<file path="src/rtl/lbm_probe_capture.sv">
// lbm_probe_capture: averages one LBM node over 2^AVG_LOG2 frames and publishes a PIO-stable result.
// Optional sticky miss flag built only when LBM_PROBE_MISS_EN is defined.
module lbm_probe_capture #(
  parameter int DATA_W   = 27,
  parameter int IDX_W    = 12,
  parameter int AVG_LOG2 = 2
) (
  input  logic              clk,
  input  logic              reset,
  input  logic [IDX_W-1:0]  probe_idx,
  input  logic              probe_load,
  input  logic              freeze,
  input  logic              s_valid,
  input  logic [IDX_W-1:0]  s_idx,
  input  logic [DATA_W-1:0] s_data,
  input  logic              s_frame_end,
  output logic [DATA_W-1:0] out_value,
  output logic              out_valid,
  output logic [3:0]        out_seq,
  output logic              out_miss
);
  localparam int AW = DATA_W + AVG_LOG2;
  localparam int FW = AVG_LOG2 + 1;
  localparam logic [1:0] WAIT_FRAME = 2'd0, ACCUM = 2'd1, PUBLISH = 2'd2;
  logic [1:0] state_q, state_d;
  logic [IDX_W-1:0] probe_q;
  logic signed [AW-1:0] acc_q, acc_d, acc_base, acc_shift;
  logic [FW-1:0] frames_q, frames_d, frames_base;
  logic hit_q, hit_d, pend_q, pend_d, valid_q, valid_d;
  logic [DATA_W-1:0] sample_q, sample_d, pend_val_q, pend_val_d, value_q, value_d, samp_eff;
  logic [3:0] seq_q, seq_d;
  logic live, pub_cyc, beat_hit, closing, frame_hit, pub;
  always_comb begin
    live        = state_q != WAIT_FRAME;
    pub_cyc     = state_q == PUBLISH;
    beat_hit    = s_valid && s_idx == probe_q;
    closing     = live && s_valid && s_frame_end;
    frame_hit   = hit_q || beat_hit;
    samp_eff    = beat_hit ? s_data : sample_q;
    acc_shift   = acc_q >>> AVG_LOG2;
    // publish runs alongside capture, so the next frame starts from a cleared sum
    acc_base    = pub_cyc ? '0 : acc_q;
    frames_base = pub_cyc ? '0 : frames_q;
    acc_d       = closing && frame_hit ? acc_base + AW'($signed(samp_eff)) : acc_base;
    frames_d    = frames_base + FW'(closing && frame_hit);
    hit_d       = !closing && (hit_q || (live && beat_hit));
    sample_d    = live && beat_hit ? s_data : sample_q;
    state_d     = !live ? (s_valid && s_frame_end ? ACCUM : WAIT_FRAME)
                : (frames_d == FW'(1 << AVG_LOG2) ? PUBLISH : ACCUM);
    pub         = !freeze && (pub_cyc || pend_q);
    pend_d      = freeze && (pub_cyc || pend_q);
    pend_val_d  = pub_cyc ? acc_shift[DATA_W-1:0] : pend_val_q;
    value_d     = pub ? pend_val_d : value_q;
    seq_d       = seq_q + 4'(pub);
    valid_d     = valid_q || pub;
  end
  always_ff @(posedge clk) begin
    if (reset) begin
      state_q    <= WAIT_FRAME;
      probe_q    <= '0;
      acc_q      <= '0;
      frames_q   <= '0;
      hit_q      <= 1'b0;
      sample_q   <= '0;
      pend_q     <= 1'b0;
      pend_val_q <= '0;
      value_q    <= '0;
      seq_q      <= '0;
      valid_q    <= 1'b0;
    end else if (probe_load) begin
      state_q  <= WAIT_FRAME;
      probe_q  <= probe_idx;
      acc_q    <= '0;
      frames_q <= '0;
      hit_q    <= 1'b0;
      pend_q   <= 1'b0;
    end else begin
      state_q    <= state_d;
      acc_q      <= acc_d;
      frames_q   <= frames_d;
      hit_q      <= hit_d;
      sample_q   <= sample_d;
      pend_q     <= pend_d;
      pend_val_q <= pend_val_d;
      value_q    <= value_d;
      seq_q      <= seq_d;
      valid_q    <= valid_d;
    end
  end
`ifdef LBM_PROBE_MISS_EN
  logic miss_q;
  always_ff @(posedge clk) begin
    if (reset || probe_load) miss_q <= 1'b0;
    else miss_q <= (miss_q && !pub) || (closing && !frame_hit);
  end
  assign out_miss = miss_q;
`else
  assign out_miss = 1'b0;
`endif
  assign out_value = value_q;
  assign out_seq   = seq_q;
  assign out_valid = valid_q;
endmodule
</file>
<file path="config.mk">
export PLATFORM = sky130hd
export DESIGN_NAME = lbm_probe_capture
export DESIGN_NICKNAME = d
export VERILOG_FILES = /design/src/rtl/lbm_probe_capture.sv
export SDC_FILE = /design/constraint.sdc
export NUM_CORES = 1
export LEC_CHECK = 0
export ABC_AREA = 1
export CORE_UTILIZATION = 25
export CTS_BUF_LIST = sky130_fd_sc_hd__clkbuf_16
export CTS_CLUSTER_SIZE = 28
export DETAILED_ROUTE_END_ITERATION = 10
export SLEW_MARGIN = 20
export SYNTH_ARGS = -nofsm -noshare
export SYNTH_HDL_FRONTEND = slang
export SYNTH_SLANG_ARGS = --single-unit
</file>
<file path="constraint.sdc">
create_clock -name clk -period 2.9 [get_ports clk]
set_input_delay 0.58 -clock clk [delete_from_list [all_inputs] [get_ports clk]]
set_output_delay 0.58 -clock clk [all_outputs]
set_load 0.1 [all_outputs]
</file>
After elaboration in Yosys (flattened, before gate mapping)
Index checks and enable logic that the tools add are counted.
- bits in registers: 134
- bits of input ports: 57
- output and inout port bits: 33
- logic and storage cells: 45
- add/subtract/negate cells: 3
- equality and inequality tests: 3
- multiplexer cells: 8
- bitwise gates (word level): 1
- reduce and logical (&&, ||, !) cells: 19
- operators with widths (operator ; number):
    $mux 29 ; 2
    $mux 27 ; 2
    $add 29x27->29 ; 1
    $eq 12x12->1 ; 1
    $logic_and 1x1->1 ; 9
    $add 4x1->4 ; 1
    $logic_or 1x1->1 ; 4
    $mux 2 ; 2
    $reduce_and 2->1 ; 2
    $add 3x1->3 ; 1
    $eq 3x3->1 const B ; 1
    $mux 3 ; 1
    $eq 2x2->1 const B ; 1
    $logic_not 1->1 ; 2
    $reduce_bool 2->1 ; 1
    $reduce_or 2->1 ; 1
    $mux 1 ; 1
    $not 1->1 ; 1

Logic depth before layout (Yosys ltp)
Gate-level depths: netlist of run 1.
- depth in word-level cells: 8
- mapped depth: 24
- mapped depth without buffers: 23

Worst setup path before layout of run 1
Ideal clock, no wire load.
- kind: input-to-reg
- from: input s_idx[4]
- to: register acc_q[16]
- setup time: 120 ps
- arrival: 2766 ps
- required time: 2780 ps
- setup slack: 14 ps
- stages on the path: 18
- buffers on the path: 1
- cell sequence: inv_1 > nand2_1 > nand2_1 > nor2_1 > nand2_1 > nor2_2 > nand2_2 > clkbuf_1 > nand2_1 > o21ai_0 > fa_1 > nand3_1 > nand2_1 > nand3_1 > nand3_1 > a21oi_1 > xor2_1 > a21oi_1
- word-level cells in the longest chain between the ends: 5
- elaborated cells between the ends (all ways): 7
- classes of those cells: add/sub: 1; eq/ne: 1; mux: 2; reduce/logical: 3
- RTL lines (item ; line ; text):
    start, declared ; 14 ; input logic [IDX_W-1:0] s_idx,
    $eq 12x12->1 * ; 36 ; beat_hit = s_valid && s_idx == probe_q;
    $logic_and 1x1->1 * ; 36 ;
    $mux 27 or $logic_or 1x1->1 (tied branches) ; 39, 38 ;
    $add 29x27->29 or $logic_and 1x1->1 (tied branches) ; 44 ; acc_d = closing && frame_hit ? acc_base + AW'($signed(samp_eff)) : acc_base;
    $mux 29 * ; 44 ;
    end signal, assigned ; 61 ; acc_q <= '0;
    end signal, assigned ; 73 ; acc_q <= '0;
    end signal, assigned ; 79 ; acc_q <= acc_d;
    end, declared ; 27 ; logic signed [AW-1:0] acc_q, acc_d, acc_base, acc_shift;
Mark *: on every way between the ends. The rest lies on a longest branch, timed or not.
A chain may end at the register's enable or synchronous reset.

Worst setup path after layout of run 1
- from: input s_idx[4]
- to: register acc_q[27]
Same word-level chain as after synthesis.

==> results of run 1 <==
==> path summary, 6_finish.rpt <==
check	from	endpoint	slack [ns]
setup reg to reg	probe_q[3]	acc_q[27]	0
setup / recovery	s_idx[4]	acc_q[27]	-0.01
hold / removal	out_valid	out_valid	0.45
hold reg to reg	out_valid	out_valid	0.45
==> cell families (layout without fill, tap and decap cells) <==
group / Yosys count / in the layout / share of synthesized area, %
other cells: 1 / 1 / 0.04973
simple gates: 392 / 392 / 20.74
xor+xnor: 20 / 20 / 2.323
flops: 134 / 134 / 35.57
buf+inv: 242 / 477 / 12.28
compound gates: 298 / 298 / 23.46
fa+ha+maj: 33 / 33 / 5.575
==> placed cells by master (no fill, tap or decap), types with 9 or more instances in the layout <==
cell type and instances:
a211oi_1 55, a21oi_1 72, a21oi_2 17, a221oi_1 27, buf_4 182, clkbuf_16 20
clkdlybuf4s50_1 41, dfxtp_1 127, ha_4 22, inv_1 174, inv_2 15, nand2_1 141
nand2_2 47, nand2_4 10, nand3_1 20, nand3_2 14, nand4_1 10, nor2_1 103
nor2_2 19, nor2_4 14, o21ai_0 68, o21ai_1 19, o21ai_2 17, xor2_1 9
==> flip-flops by register name (all words and copies together) (netlist names) <==
name and flops:
acc_q 29, frames_q 3, hit_q 1, out_seq 4
out_valid 1, out_value 27, pend_q 1, pend_val_q 27
probe_q 12, sample_q 27, state_q 2
==> power by group through the flow <==
stage                     clock (mW)  combinational [mW]  sequential, mW
final                           2.13               0.350            1.89
after global placement             0               0.330            1.93
after floorplan                    0               0.169            1.94
after detailed placement           0               0.335            1.93
after CTS                       2.17               0.337            1.89
after global routing            2.25               0.389            1.90
==> worst max-delay path, delay by kind of cell <==
kind / cells / cell delay (ns)
compound gates: 1 / 0.08
fa+ha+maj: 1 / 0.31
buf+inv: 5 / 0.81
simple gates: 15 / 1.45
==> cell type report <==
cell class / instances / area, µm² / area share [%]
clock inverter: 15 / 143.9 / 1.226
tap: 390 / 488.0 / 4.157
clock buffer: 17 / 425.4 / 3.624
multi-input combinational: 744 / 5090 / 43.36
timing repair buffer: 254 / 2183 / 18.60
inverter: 191 / 716.9 / 6.107
sequential: 134 / 2691 / 22.93
==> repair_timing <==
action | CTS | global route
endpoints found under the setup margin | 25 | 26
gates cloned | 2 | 3
hold buffers | 0 | 0
buffers inserted | 14 | 26
resized for setup | 116 | 216
pin swaps | 17 | 82
==> metal layers <==
| layer | track usage [%] | wire [µm] | vias up |
|---|---|---|---|
| li1 | - | - | 4133 |
| met1 | 21.32 | 11670 | 3752 |
| met2 | 25.49 | 12060 | 215 |
| met3 | 3.009 | 1246 | 41 |
| met4 | 5.254 | 671 | 0 |
| met5 | 0 | 0 | - |
==> metrics.log, run 1 <==
[metrics] design internal power: between 3 and 4 mW
[metrics] half-perimeter wire length of the detailed placement result: 17780 µm
[metrics] startpoint type of the worst setup path: input port
[metrics] worst hold path depth: 2
[metrics] post-route fraction of the period consumed by the critical path: 100.4%
[metrics] Detail Route Antenna Nets: 0
[metrics] vias per cell: roughly 4.7
[metrics] growth of design area from synthesis to finish: 55.67%
[metrics] max-cap check violation count: 0
[metrics] Largest stage delay, worst path: about 0.31 ns
[metrics] dominant cell by count in the synthesized netlist: nand2_1
[metrics] worst setup slack after placement: -1.069 ns
[metrics] overall die height: between 150 and 200 µm
[metrics] GR Util All Layers: ~16%
[metrics] setup slack of the critical path after layout: -0.01283 ns
[metrics] Cell variety after synth: 32
[metrics] count of endpoints failing setup in the final report: 5
[metrics] clock skew: 0.01612 ns
[metrics] placed insts: about 1700
[metrics] total negative slack for setup checks: -0.03031 ns
[metrics] category of the worst setup path capture point: register
[metrics] cell area reported after detailed placement: ~9600 µm²
[metrics] combinational power share: around 8.0%
[metrics] startpoint-to-endpoint class of the critical path: input port to register
[metrics] series of cell instances along the critical path: dlygate4sd2_1 > nand2_1 > nand2_1 > nor2_2 > nand2_2 > nor2_4 > nand2_8 > buf_12 > buf_6 > nand2_1 > o21ai_4 > ha_4 > nand2_2 > inv_2 > nand2_4 > buf_4 > nor3_2 > nand2_2 > nand3_1 > nand2_1 > nor2_1 > nor2_1
[metrics] clock root buffer: clkbuf_16
[metrics] CTS tree: built
[metrics] flip-flop cell with the highest count after synthesis: dfxtp_1
[metrics] final hold violations: 0
[metrics] number of CTS-inserted buffers: 17
[metrics] Filler cells: between 3000 and 4000
[metrics] Post-route DRC: 0
[metrics] Max Buffers Root-to-Sink: 2
[metrics] total power: about 4.4 mW
[metrics] Synth Instances: between 1000 and 1500
[metrics] number of cells on the worst reg-to-reg path: 22
[metrics] sw frac: a little over a quarter
[metrics] slowest cell on the critical path: ha_4
[metrics] top post-synthesis cells by count: nand2_1, inv_1, dfxtp_1
[metrics] cell taking the most area after synthesis: dfxtp_1
[metrics] data arrival time of the critical path: around 3.2 ns
[metrics] leakage power figure: between 5 and 6 nW
[metrics] Net Count, Synth: 1210
[metrics] failing checks: negative setup slack
[metrics] Cell Pwr Density: about 370 nW/µm²
[metrics] global placer's final weighted congestion: ~0.94
[metrics] power share of the clock group: between 40% and 50%
[metrics] final period demand of the worst path: 2.913 ns
[metrics] pin count of the biggest net entering global routing: 55
[metrics] total of warnings raised by yosys: 0
[metrics] count of pins on the block boundary: 90
[metrics] share of synthesized registers carrying an async set or reset: 0%
[metrics] number of standard-cell rows in the floorplan: 63
[metrics] clock-pin slew reported for the worst setup and hold paths after clock tree synthesis: around 0.060 ns
[metrics] number of cells in the finished layout apart from fillers: around 1700
[metrics] Die Width: 175.7 µm
[metrics] Max rail drop VDD: about 0.39 mV
[metrics] largest fanout on the critical path: 6
[metrics] Least-Margin Pin Slew: between 0.5 and 0.6 ns
[metrics] wire length of the first global-routing pass: a little under 40000 µm
[metrics] portion of synthesized cell area occupied by the leading cell type: between 30 and 40%
[metrics] final wirelength: ~26000 µm
[metrics] antenna violations before repair: 0
[metrics] via count of the first global-routing pass: between 7000 and 8000
[metrics] Total Die Area: 30860 µm²
[metrics] routed length per instance: about 15 µm
[metrics] headroom to the max-slew limit: between 60% and 70%
[metrics] sequential cell area fraction in the yosys report: between 30% and 40%
[metrics] EDFF count, synth: 0
[metrics] Flop pwr share: 43.3%
[metrics] leftover overflow at the end of global routing: 0
[metrics] Mean Syn Cell Area: about 6.7 µm²
[metrics] Antenna Cells: 0
[metrics] cell seen most often among critical-path stages: nand2_1
[metrics] input/output buffers: 88
[metrics] FMAX: 343.3 MHz
[metrics] drt first pass iters: 5
[metrics] Iter 0 DRT Violations: 577
[metrics] CTS HTree Levels: 4
[metrics] Via Count: 8141
[metrics] post-route cell area: about 12000 µm²
[metrics] register bit count reported by yosys: ~130
[metrics] Hold/Removal Path Class: register to register
[metrics] CORE AREA: 29640 µm²
[metrics] clock latency on the worst-skew pair: 0.43 ns
[metrics] required time worst endpoint: between 3 and 4 ns
[metrics] switching power total: ~1.1 mW
[metrics] Post-Route Hold Slack: ~0.45 ns
[metrics] cell area after synthesis: 7541 µm²
[metrics] largest cells by area after synthesis: dfxtp_1, nand2_1, inv_1, o21ai_0, nor2_1
[metrics] fraction of the core area covered by cells at the end of the flow: 39.61%
[metrics] layout cell share with drive strength beyond 1: 33.65%
[metrics] max-slew violation count: 0
[metrics] result of the run: complete, but fails checks
[metrics] Initial Util: between 20% and 30%
[metrics] clock sinks: approximately 130
[metrics] Final nets: around 1400
[metrics] RSZ-0062 raised after global routing: yes
Power figures use the tool's default switching activity.
==> run 2, diff against run 1 <==
==> constraint.sdc (replaced) <==
create_clock -name clk -period 2.9 [get_ports clk]
set_input_delay 0.58 -clock clk [delete_from_list [all_inputs] [get_ports clk]]
set_output_delay 0.58 -clock clk [all_outputs]
set_load 0.01 [all_outputs]
==> run 2 against run 1 <==
  * The flow now finishes without violations
  * Global-route usage up 0.32 points
  * Flip-flop and latch count unchanged
  * Wire length down 2.5%
  * Final area up 0.11%
  * Sequential share of layout area about the same
  * Setup slack better by 0.072 ns
  * Combinational power down 5.7%
  * Sequential power about the same
  * Clock skew down 0.0043 ns
  * Count of clock-buffer cells in the layout unchanged
  * Largest power group unchanged
==> metrics.log, run 2 (synthesis gave the netlist of run 1 again) <==
[metrics] Initial Util: 25.44% (unchanged)
[metrics] post-route cell area: 11750 µm² (+0.11%)
[metrics] final hold violations: 0 (unchanged)
[metrics] CTS HTree Levels: 4 (unchanged)
[metrics] GR Util All Layers: 16.22% (+0.32 points)
[metrics] largest reg by FF count: acc_q
[metrics] Post-Route Hold Slack: 0.4574 ns (+0.007076 ns)
[metrics] end of the worst register-to-register path: acc_q[28]
[metrics] worst hold path depth: 2 (unchanged)
[metrics] most frequent standard cell in the layout excluding fill and tap cells: inv_1
[metrics] clock latency on the worst-skew pair: 0.43 ns (about the same)
[metrics] total negative slack for setup checks: 0 ns (+0.03031 ns)
[metrics] input/output buffers: 88 (unchanged)
[metrics] Detail Route Antenna Nets: 0 (unchanged)
[metrics] final wirelength: 25020 µm (-2.5%)
[metrics] leftover overflow at the end of global routing: 0 (unchanged)
[metrics] Antenna Cells: 0 (unchanged)
[metrics] data arrival time of the critical path: 3.16 ns (-0.07 ns)
[metrics] category of the worst setup path capture point: register
[metrics] Final nets: 1424 (-0.56%)
[metrics] number of cells on the worst reg-to-reg path: 25 (+14%)
[metrics] Iter 0 DRT Violations: 442 (-23%)
[metrics] cell area reported after detailed placement: 9704 µm² (+1.1%)
[metrics] number of CTS-inserted buffers: 17 (unchanged)
[metrics] Least-Margin Pin Slew: 0.5127 ns (-0.02899 ns)
[metrics] Die Width: 175.7 µm (unchanged)
[metrics] drt first pass iters: 5 (unchanged)
[metrics] startpoint-to-endpoint class of the critical path: register to register
[metrics] placed insts: 1674 (+0.24%)
[metrics] growth of design area from synthesis to finish: 55.83%
[metrics] commonest cells after routing, fill and taps aside: inv_1, buf_4, nand2_1
[metrics] antenna violations before repair: 0 (unchanged)
[metrics] layout cell share with drive strength beyond 1: 31.85% (-1.8 points)
[metrics] via count of the first global-routing pass: 7581 (+3.3%)
[metrics] max-slew violation count: 0 (unchanged)
[metrics] number of hold-repair buffers added at the cts stage: 0 (unchanged)
[metrics] setup slack of the worst register-to-register path: 0.06 ns (+0.06 ns)
[metrics] startpoint of the most critical register-to-register path: probe_q[4]
[metrics] Hold/Removal Path Class: register to register
[metrics] clock sinks: 134 (unchanged)
[metrics] clock root buffer: clkbuf_16
[metrics] RSZ-0062 raised after global routing: yes
[metrics] post-route fraction of the period consumed by the critical path: 97.96% (-2.5 points)
[metrics] flip-flop count of the largest register, all copies and words added: 29 (unchanged)
[metrics] Cell Pwr Density: 387.7 nW/µm² (+4.0%)
[metrics] required time worst endpoint: 3.22 ns (about the same)
[metrics] global placer's final weighted congestion: 0.9256 (-1.3%)
[metrics] total power: 4.556 mW (+4.1%)
[metrics] headroom to the max-slew limit: 65.82% (+1.9 points)
[metrics] Filler cells: 3035 (+0.90%)
[metrics] hold path startpoint: out_valid
[metrics] wire length of the first global-routing pass: 39350 µm (+2.3%)
[metrics] overall die height: 175.7 µm (unchanged)
[metrics] Post-route DRC: 0 (unchanged)
[metrics] FMAX: 352.0 MHz (+2.5%)
[metrics] leakage power figure: 5.168 nW (-1.2%)
[metrics] CTS tree: built
[metrics] final period demand of the worst path: 2.841 ns (-0.07188 ns)
[metrics] clock skew: 0.01184 ns (-0.004279 ns)
[metrics] Via Count: 8052 (-1.1%)
[metrics] max-cap check violation count: 0 (unchanged)
[metrics] CORE AREA: 29640 µm² (unchanged)
[metrics] vias per cell: 4.636 (-0.64%)
[metrics] Max Buffers Root-to-Sink: 2 (unchanged)
[metrics] count of pins on the block boundary: 90 (unchanged)
[metrics] pin count of the biggest net entering global routing: 55 (unchanged)
[metrics] count of endpoints failing setup in the final report: 0 (-5)
[metrics] clock-pin slew reported for the worst setup and hold paths after clock tree synthesis: 0.06 ns (about the same)
[metrics] Total Die Area: 30860 µm² (unchanged)
[metrics] result of the run: finished clean
[metrics] number of standard-cell rows in the floorplan: 63 (unchanged)
[metrics] Hold EP: out_valid
[metrics] routed length per instance: 14.40 µm (-2.0%)
[metrics] largest fanout on the critical path: 15 (+9)
[metrics] Max rail drop VDD: 0.3855 mV (-1.8%)
[metrics] half-perimeter wire length of the detailed placement result: 17620 µm (-0.90%)
[metrics] startpoint type of the worst setup path: register
[metrics] number of cells in the finished layout apart from fillers: 1737 (-0.46%)
[run 2: changes by cell type in the layout (fill, tap and decap cells not counted), sizes merged]
cell | previous run | this run
buf | 197 | 160
clkdlybuf4s50 | 41 | 73
dlygate4sd2 | 6 | 1
inv | 196 | 192
bufinv | 1 | 4
clkbuf | 24 | 26
clkinv | 6 | 8
clkinvlp | 3 | 2
[run 2: metrics by stage]
step,setup WS [ns],util [%]
finish,0.05906,39.65
global route,-0.1148,39.65
CTS,-0.02056,37.35
detailed placement,-0.9859,32.74
global placement,-0.9128,32.74
floorplan,0.01415,-
[run 2: critical path: stages (launching register included)]
cell and delay [ns]:
dfxtp_2 0.35, inv_2 0.04, nand2_2 0.06, nand2_1 0.05, nor2_1 0.09, nand2_1 0.10
nor2_4 0.13, nand2_4 0.10, buf_12 0.16, nand2_1 0.05, o21ai_0 0.07, buf_4 0.16
ha_4 0.30, buf_6 0.11, nand2_4 0.07, nor2_4 0.13, buf_4 0.13, nand2_1 0.06
nand2_1 0.12, nand2_2 0.08, nand3_4 0.10, inv_1 0.05, nand2_1 0.07, nand3_1 0.07
nand2_1 0.06, inv_1 0.03
[run 2: power by group]
group | internal (mW) | switching, mW
registers | 1.88 | 0.0161
clock network | 1.44 | 0.885
logic | 0.155 | 0.175
total | 3.48 | 1.08
[run 2: area by class of cell]
type | instances | area, µm² | area share (%)
Inverter | 191 | 719.4 | 6.122
Timing Repair Buffer | 246 | 2142 | 18.23
Clock buffer | 17 | 425.4 | 3.620
Multi-Input combinational cell | 744 | 5079 | 43.22
Sequential cell | 134 | 2696 | 22.95
Clock inverter | 15 | 201.4 | 1.714
Tap cell | 390 | 488.0 | 4.152
[run 2: worst max path at each step]
| stage | startpoint | to | slack (ns) | depth (start not counted) |
|---|---|---|---|---|
| 2_1_floorplan | s_idx[4] | acc_q[16] | 0.01 | 18 |
| 3_3_place_gp | s_idx[11] | acc_q[15] | -0.91 | 19 |
| 3_5_place_dp | s_idx[11] | acc_q[23] | -0.99 | 20 |
| 4_1_cts | s_idx[0] | acc_q[22] | -0.02 | 23 |
| 5_1_grt | probe_q[4] | acc_q[28] | -0.11 | 24 |
| 6_report | probe_q[4] | acc_q[28] | 0.06 | 25 |
[run 2: timing repair]
| item | 4_1_cts | 5_1_grt |
|---|---|---|
| buffers inserted | 18 | 15 |
| setup endpoints to repair | 26 | 26 |
| gates resized for setup | 176 | 197 |
| gates cloned | 2 | 0 |
| pin swaps | 65 | 97 |
[run 2: metal layers]
layer	part of all wire [%]	routed length [µm]	GRT usage, %
met1	46	11520	21.52
met2	46	11580	25.77
met3	4.1	1029	2.814
met4	3.5	887	6.884
met5	0	0	0
